File: config.mk
export PLATFORM = sky130hd
export DESIGN_NAME = phase_osc
export DESIGN_NICKNAME = d
export VERILOG_FILES = /design/src/rtl/phase_osc.sv
export SDC_FILE = /design/constraint.sdc
export NUM_CORES = 1
export LEC_CHECK = 0
export ABC_AREA = 1
export CAP_MARGIN = 20
export CORE_UTILIZATION = 30
export CTS_BUF_LIST = sky130_fd_sc_hd__clkbuf_4 sky130_fd_sc_hd__clkbuf_8
export DETAILED_ROUTE_END_ITERATION = 6
export SYNTH_ARGS = -nofsm -noshare
export SYNTH_HDL_FRONTEND = slang
export SYNTH_SLANG_ARGS = --single-unit
File: constraint.sdc
create_clock -name clk -period 2.62 [get_ports clk]
set_clock_uncertainty 0.05 [all_clocks]
set_input_delay 0.524 -clock clk [delete_from_list [all_inputs] [get_ports clk]]
set_output_delay 0.524 -clock clk [all_outputs]
set_load 0.05 [all_outputs]
File: src/rtl/phase_osc.sv
// Phase-controlled square-wave oscillator: a prescaled step counter whose output
// is delayed by phi_active steps; new phases are only applied at the period wrap.
module phase_osc #(
    parameter int PHASE_W = 4,
    parameter int DIV_W   = 8
) (
    input  logic               clk,
    input  logic               rst_n,
    input  logic               en,
    input  logic [DIV_W-1:0]   div,
    input  logic [PHASE_W-1:0] phi_in,
    input  logic               phi_valid,
    output logic               osc_out,
    output logic               full_tick,
    output logic [PHASE_W-1:0] step_cnt,
    output logic [PHASE_W-1:0] phi_active,
    output logic               pending
);

    logic [DIV_W-1:0]   presc;
    logic [PHASE_W-1:0] pend_phi;

    logic               step_tick;
    logic               wrap;
    logic [DIV_W-1:0]   presc_next;
    logic [PHASE_W-1:0] step_next;
    logic [PHASE_W-1:0] phi_next;
    logic [PHASE_W-1:0] pend_phi_next;
    logic               pending_next;
    logic [PHASE_W-1:0] phase_diff;

    // >= rather than == so that shrinking div mid-count can never overrun.
    always_comb begin
        step_tick     = en && (presc >= div);
        wrap          = step_tick && (step_cnt == '1);
        presc_next    = presc;
        step_next     = step_cnt;
        phi_next      = phi_active;
        pend_phi_next = pend_phi;
        pending_next  = pending;

        if (en) begin
            presc_next = step_tick ? '0 : presc + DIV_W'(1);
        end
        if (step_tick) begin
            step_next = step_cnt + PHASE_W'(1);
        end

        if (wrap) begin
            if (phi_valid) begin
                phi_next     = phi_in;
                pending_next = 1'b0;
            end else if (pending) begin
                phi_next     = pend_phi;
                pending_next = 1'b0;
            end
        end else if (phi_valid) begin
            pend_phi_next = phi_in;
            pending_next  = 1'b1;
        end

        phase_diff = step_next - phi_next;
    end

    // osc_out is derived from next-state values so it lines up with step_cnt/phi_active.
    always_ff @(posedge clk or negedge rst_n) begin
        if (!rst_n) begin
            presc      <= '0;
            step_cnt   <= '0;
            phi_active <= '0;
            pend_phi   <= '0;
            pending    <= 1'b0;
            full_tick  <= 1'b0;
            osc_out    <= 1'b1;
        end else begin
            presc      <= presc_next;
            step_cnt   <= step_next;
            phi_active <= phi_next;
            pend_phi   <= pend_phi_next;
            pending    <= pending_next;
            full_tick  <= wrap;
            osc_out    <= ~phase_diff[PHASE_W-1];
        end
    end

endmodule

==> results of run 1 <==
-- logic make-up (layout without fill, tap and decap cells) --
logic type      count (synthesis)  after routing
simple gates                   76             76
buf+inv                        33             74
flops                          23             23
compound gates                 18             18
fa+ha+maj                      12             12
mux                             6              6
xor+xnor                        4              4
-- stage by stage --
step,cells,setup TNS (ns)
after CTS,262,0
after floorplan,172,0
final,265,0
after global routing,265,0
after detailed placement,258,-0.352
after global placement,258,-0.281
-- layout by cell type (no fill, tap or decap), drive strengths merged, types with 2 or more instances in the layout --
cell	count
nand2	45
inv	30
dfrtp	22
clkdlybuf4s50	19
buf	14
ha	12
nand3	11
nor2	10
o21ai	8
dlymetal6s2s	7
a21oi	7
mux2	5
nand4	4
clkbuf	4
xor2	3
nor3	3
or2	2
-- final cells by class --
class	count	area [um^2]	area share, %
flip-flops and latches	23	577	28.1
well taps	52	65.1	3.17
repair buffers	40	387	18.9
clock buffers	4	48.8	2.38
multi-input cells	116	858	41.9
inverters	30	115	5.61
-- layer usage --
layer | routed length (um) | GRT usage [%]
met2 | 1250 | 19.1
met5 | 0 | 0
met4 | 35 | 5.33
met3 | 69 | 2.14
met1 | 1470 | 16.8
-- power by group through the flow --
stage / registers (mW) / clock network, mW / logic (mW)
after floorplan: 0.599 / 0 / 0.278
after global placement: 0.517 / 0 / 0.544
after detailed placement: 0.518 / 0 / 0.552
after CTS: 0.512 / 0.241 / 0.560
after global routing: 0.540 / 0.253 / 0.721
final: 0.526 / 0.231 / 0.643
-- worst reg2reg max path: cells and delay by family, from the launching register on --
family                   cells  cell delay, ns
AND/OR/NAND/NOR              8            0.69
adder cells (fa/ha/maj)      2            0.56
flip-flops                   1            0.46
AO/OA/AOI/OAI                3            0.33
buffers and inverters        2            0.18
-- worst max path at each step --
stage                      start  slack, ns       to
after floorplan           div[7]       0.12  osc_out
after global placement    div[7]      -0.28  osc_out
after detailed placement  div[7]      -0.31  osc_out
after CTS                 div[7]      0.006  osc_out
after global routing      div[0]       0.04  osc_out
final                     div[0]       0.23  osc_out
-- registers in the layout, indices dropped and copies added (netlist names) --
register,cells
phi_active,4
osc_out,1
full_tick,1
pending,1
step_cnt,4
pend_phi,4
presc,8
-- timing repair --
action / in CTS / in global routing
pin swaps: 1 / 17
gates resized for setup: 2 / 35
buffers inserted: 0 / 3
setup endpoints to repair: 1 / 1
gates cloned: 0 / 0
hold endpoints to repair: 0 / 0
==> impl_metrics.yaml, run 1 <==
outcome:
  status: "finished with violations"
  violations: "DRC"
logic_synthesis:
  synthXorXnorAreaFrac_pct: 2.45
  synth-compound-area-share_pct: 6.81
  synth_top_area_cell: "dfrtp_1"
  synth_common_cells: "nand2_1, inv_1, dfrtp_1"
  synth_nets: 200
  synth-adder-area-share_pct: 10.5
  synth_edf_count: 0
  synth_top_family_by_area: "simple AND/OR/NAND/NOR gates"
  ys_types: 31
  synth_area_leaders: "dfrtp_1, ha_1, nand2_1"
  netlist_instances: 172
  yosys_most_used_dff: "dfrtp_1"
  yosys.area_share.simple_pct: 26.1
  synth_top_area_share_pct: 38.4
  synth.area.mux_share_pct: 4.63
  syn_avg_cell_area_um2: 8.33
  yosysMostFrequentCell: "nand2_1"
  ys_ff_latch: 23
  yosys_warnings: 0
  async_flop_share_pct: 100
  seq_area_frac_synth_pct: 40.3
  netlist_area_um2: 1430
critical_path:
  worstPathRequired_ns: 2.77
  r2r-start: "presc[5]"
  cp_max_fo: 5
  start_kind: "input pin"
  path_cells: "clkdlybuf4s50_1 > ha_1 > inv_1 > nand2_1 > nand2_1 > nand2_1 > nand2_1 > nand2_2 > nand3_4 > nand3_4 > inv_4 > o211ai_1 > o21ai_1 > inv_1 > ha_4 > a21oi_2 > nand2_1 > nand2_1 > nand2_1"
  crit_path_end_kind: "register"
  cp.arrival_ns: 2.54
  r2r_end: "osc_out"
  critPathKind: "in2reg"
  r2r_setup_slack_ns: 0.30
  path_delay_family: "buffers and inverters"
  path_common_cell: "nand2_1"
  critPathSlowestCell: "clkdlybuf4s50_1"
  r2r_cells: 15
  slowest_delay_ns: 0.41
  cp.depth: 19
  critPathBufInv: 4
grt:
  grt_remaining_overflow: 0
  grt_use_total_pct: 12.3
  grt_pass1_wl_um: 4880
  antenna_found_initial: 0
  grt_max_degree: 24
  grt_pass1_vias: 1138
die:
  core_um2: 4470
  fp.dieW_um: 71.1
  die_h_um: 71.1
  die_area_um2: 5060
  num_io_pins: 27
  start_util_pct: 32.0
  row_count: 24
finish:
  antenna_cells: 0
  final_layout_size_suffix_gt1_share_pct: 29.6
  fillers: 421
  fin_nets: 242
  area_growth_pct: 43.1
  stdcell_area_um2: 2050
  postLayoutCoreUtil_pct: 45.8
clock_tree:
  cts_max_level: 1
  cts_hold_buf: 0
  clk_latency_ns: 0.26
  cts_buffers: 3
  clock_sinks: 23
  cts_tree: "yes"
  root_buffer: "clkbuf_8"
  path_clk_slew_ns: 0.08
  clk_path_buf_depth: 2
timing:
  tightest_slew_ns: 0.497
  fin_ws_ns: 0.232
  finalCritPeriodShare_pct: 91.1
  fmax_ghz: 0.419
  grt_setup_unrepaired: "no"
  fin_crit_ns: 2.39
  relSlewSlack_pct: 66.7
  setup_violations: 0
  final_hold_viol_count: 0
  slew_violations: 0
  whs_ns: 0.462
power:
  clock_power_share_pct: 16.5
  total_power_mw: 1.40
  powerDensity_nw_per_um2: 683
  pwr-share-comb_pct: 45.9
  p_int_uw: 839
  peakVddDrop_uv: 330
  swShare_pct: 40.0
  p_leak_nw: 1.05
  seqPwrFrac_pct: 37.6
  power.switching_uw: 560
detailed_routing:
  drc: 2
  wl_per_cell_um: 10.7
  viasPerCell: 4.47
  first_pass_iters: 7
  num_vias: 1185
  antenna_left: 0
  wl_um: 2830
  dr.first_iter.drc_count: 46
worst_hold_path:
  worstHoldStart: "pend_phi[3]"
  min_path_type: "reg2reg"
  whs_path_depth: 1
  hold_path_end: "pend_phi[3]"
placed_design:
  place_area_um2: 1820
  place_hpwl_um: 2100
  io_buffers: 26
  gp_congestion: 0.744
  pre_cts_slack_ns: -0.308
flow_run:
  max_cap_violations: 0
(Power assumes the default switching activity.)
==> inputs of run 2 (changes only) <==
- ABC_AREA: 1 -> 0
==> impl_metrics.yaml, run 2 <==
outcome:
  status: "finished with violations"
  violations: "setup timing"
clock_tree:
  cts_buffers: 3
  cts_tree: "yes"
  clk_path_buf_depth: 2
  path_clk_slew_ns: 0.09
  cts_max_level: 1
  clock_sinks: 23
  root_buffer: "clkbuf_8"
  clk_latency_ns: 0.27
logic_synthesis:
  yosysMostFrequentCell: "dfrtp_1"
  synth.area.mux_share_pct: 5.84
  netlist_instances: 140
  async_flop_share_pct: 100
  synth_edf_count: 0
  synth_area_leaders: "dfrtp_1, ha_1, mux2_2"
  syn_avg_cell_area_um2: 9.95
  synthXorXnorAreaFrac_pct: 6.11
  synth_common_cells: "dfrtp_1, inv_1, ha_1, nand2_1, o21ai_0"
  synth_top_area_cell: "dfrtp_1"
  yosys_warnings: 0
  synth_nets: 168
  yosys.area_share.simple_pct: 13.3
  seq_area_frac_synth_pct: 41.4
  synth_top_family_by_area: "compound AO/OA/AOI/OAI gates"
  synth-compound-area-share_pct: 17.7
  ys_ff_latch: 23
  ys_types: 38
  synth_top_area_share_pct: 39.5
  netlist_area_um2: 1390
  yosys_most_used_dff: "dfrtp_1"
  synth-adder-area-share_pct: 10.8
finish:
  antenna_cells: 0
  regMostFlops: "presc"
  fin_nets: 219
  stdcell_count: 242
  area_growth_pct: 46.2
  largest_reg_flops: 8
  stdcell_area_um2: 2040
  postLayoutCoreUtil_pct: 46.1
  final_layout_size_suffix_gt1_share_pct: 32.6
  final_cell_mix: "dfrtp_1, buf_4, clkdlybuf4s50_1, nand2_1, inv_1"
die:
  die_h_um: 70.1
  fp.dieW_um: 70.1
  die_area_um2: 4920
  row_count: 24
  core_um2: 4410
  start_util_pct: 31.5
  num_io_pins: 27
timing:
  finalSetupTns_ns: -0.0797
  fin_ws_ns: -0.0797
  final_hold_viol_count: 0
  fmax_ghz: 0.370
  setup_violations: 1
  slew_violations: 0
  relSlewSlack_pct: 52.4
  grt_setup_unrepaired: "yes"
  tightest_slew_ns: 0.713
  fin_crit_ns: 2.70
  finalCritPeriodShare_pct: 103
  whs_ns: 0.465
placed_design:
  place_hpwl_um: 2570
  gp_congestion: 0.821
  place_area_um2: 1970
  io_buffers: 26
  dp_cells: 237
  pre_cts_slack_ns: -0.740
grt:
  antenna_found_initial: 0
  grt_use_total_pct: 14.6
  grt_pass1_wl_um: 5650
  grt_max_degree: 16
  grt_remaining_overflow: 0
  grt_pass1_vias: 1292
power:
  p_leak_nw: 0.898
  total_power_mw: 1.40
  powerDensity_nw_per_um2: 688
  peakVddDrop_uv: 250
detailed_routing:
  wl_um: 3270
  viasPerCell: 4.97
  drc: 0
  wl_met2_um: 1720
  wl_met1_um: 1360
  wl_per_cell_um: 13.5
  wl_met3_um: 125
  num_vias: 1202
  dr.first_iter.drc_count: 27
  antenna_left: 0
  first_pass_iters: 4
  routed.top_layer: "met4"
critical_path:
  worstSetupStartpoint: "div[2]"
  start_kind: "input pin"
  worstPathRequired_ns: 2.76
  r2r-start: "presc[2]"
  path_cells: "clkdlybuf4s15_2 > inv_4 > ha_4 > or3_1 > a21oi_2 > a211o_4 > a211oi_4 > buf_6 > nor2b_1 > a31oi_1 > o21a_1 > ha_1 > o311ai_1 > o21ai_1 > xor2_1"
  cp.arrival_ns: 2.84
  critPathSlowestCell: "or3_1"
  critPathBufInv: 3
  cp_max_fo: 7
  r2r_setup_slack_ns: -0.06
  path_delay_family: "compound AO/OA/AOI/OAI gates"
  critPathKind: "in2reg"
  slowest_delay_ns: 0.38
  crit_path_end_kind: "register"
flow_run:
  max_cap_violations: 0
worst_hold_path:
  min_path_type: "reg2reg"
  worstHoldStart: "pend_phi[3]"
## run 2: final timing paths
path / endpoint / cells after the start
min in group asynchronous: presc[0] / 1
hold reg to reg: pend_phi[3] / 1
max in group asynchronous: step_cnt[3] / 2
setup / recovery: osc_out / 15
setup reg to reg: osc_out / 13
hold / removal: pend_phi[3] / 1
## run 2: what timing repair did
| item | in CTS | in global routing |
|---|---|---|
| gates resized for setup | 23 | 0 |
| setup endpoints to repair | 1 | 1 |
| cloned | 0 | 0 |
| buffers inserted | 1 | 0 |
| pin swaps | 16 | 7 |
| hold buffers | 0 | 0 |
## run 2: layout make-up
class | count | area [um^2]
well taps | 52 | 65.1
multi-input cells | 100 | 858
clock inverters | 1 | 7.51
clock buffers | 3 | 41.3
flip-flops and latches | 23 | 577
repair buffers | 49 | 422
inverters | 14 | 65.1
fillers | 437 | 2380
## run 2: layer usage
metal,GRT usage (%),vias up
met5,0,-
met4,5.33,0
met1,16.6,576
met2,27.5,32
li1,-,588
met3,2.02,6
## run 2: kinds of logic after synthesis
family,after synthesis
AOI/OAI and AO/OA,34
DFF,23
adders and majority gates,12
and+or+nand+nor,39
buffers and inverters,17
muxes,7
xor gates and xnor gates,8
## run 2: where the power goes
part	switching, mW	internal, mW	total [mW]
combinational	0.357	0.317	0.674
sequential	0.0631	0.435	0.498
clock	0.120	0.108	0.227
==> inputs of run 3 (changes only) <==
- HOLD_SLACK_MARGIN: unset -> 0.15
==> results of run 3 <==
Final layout, timing and power as in run 2 (identical DEF).
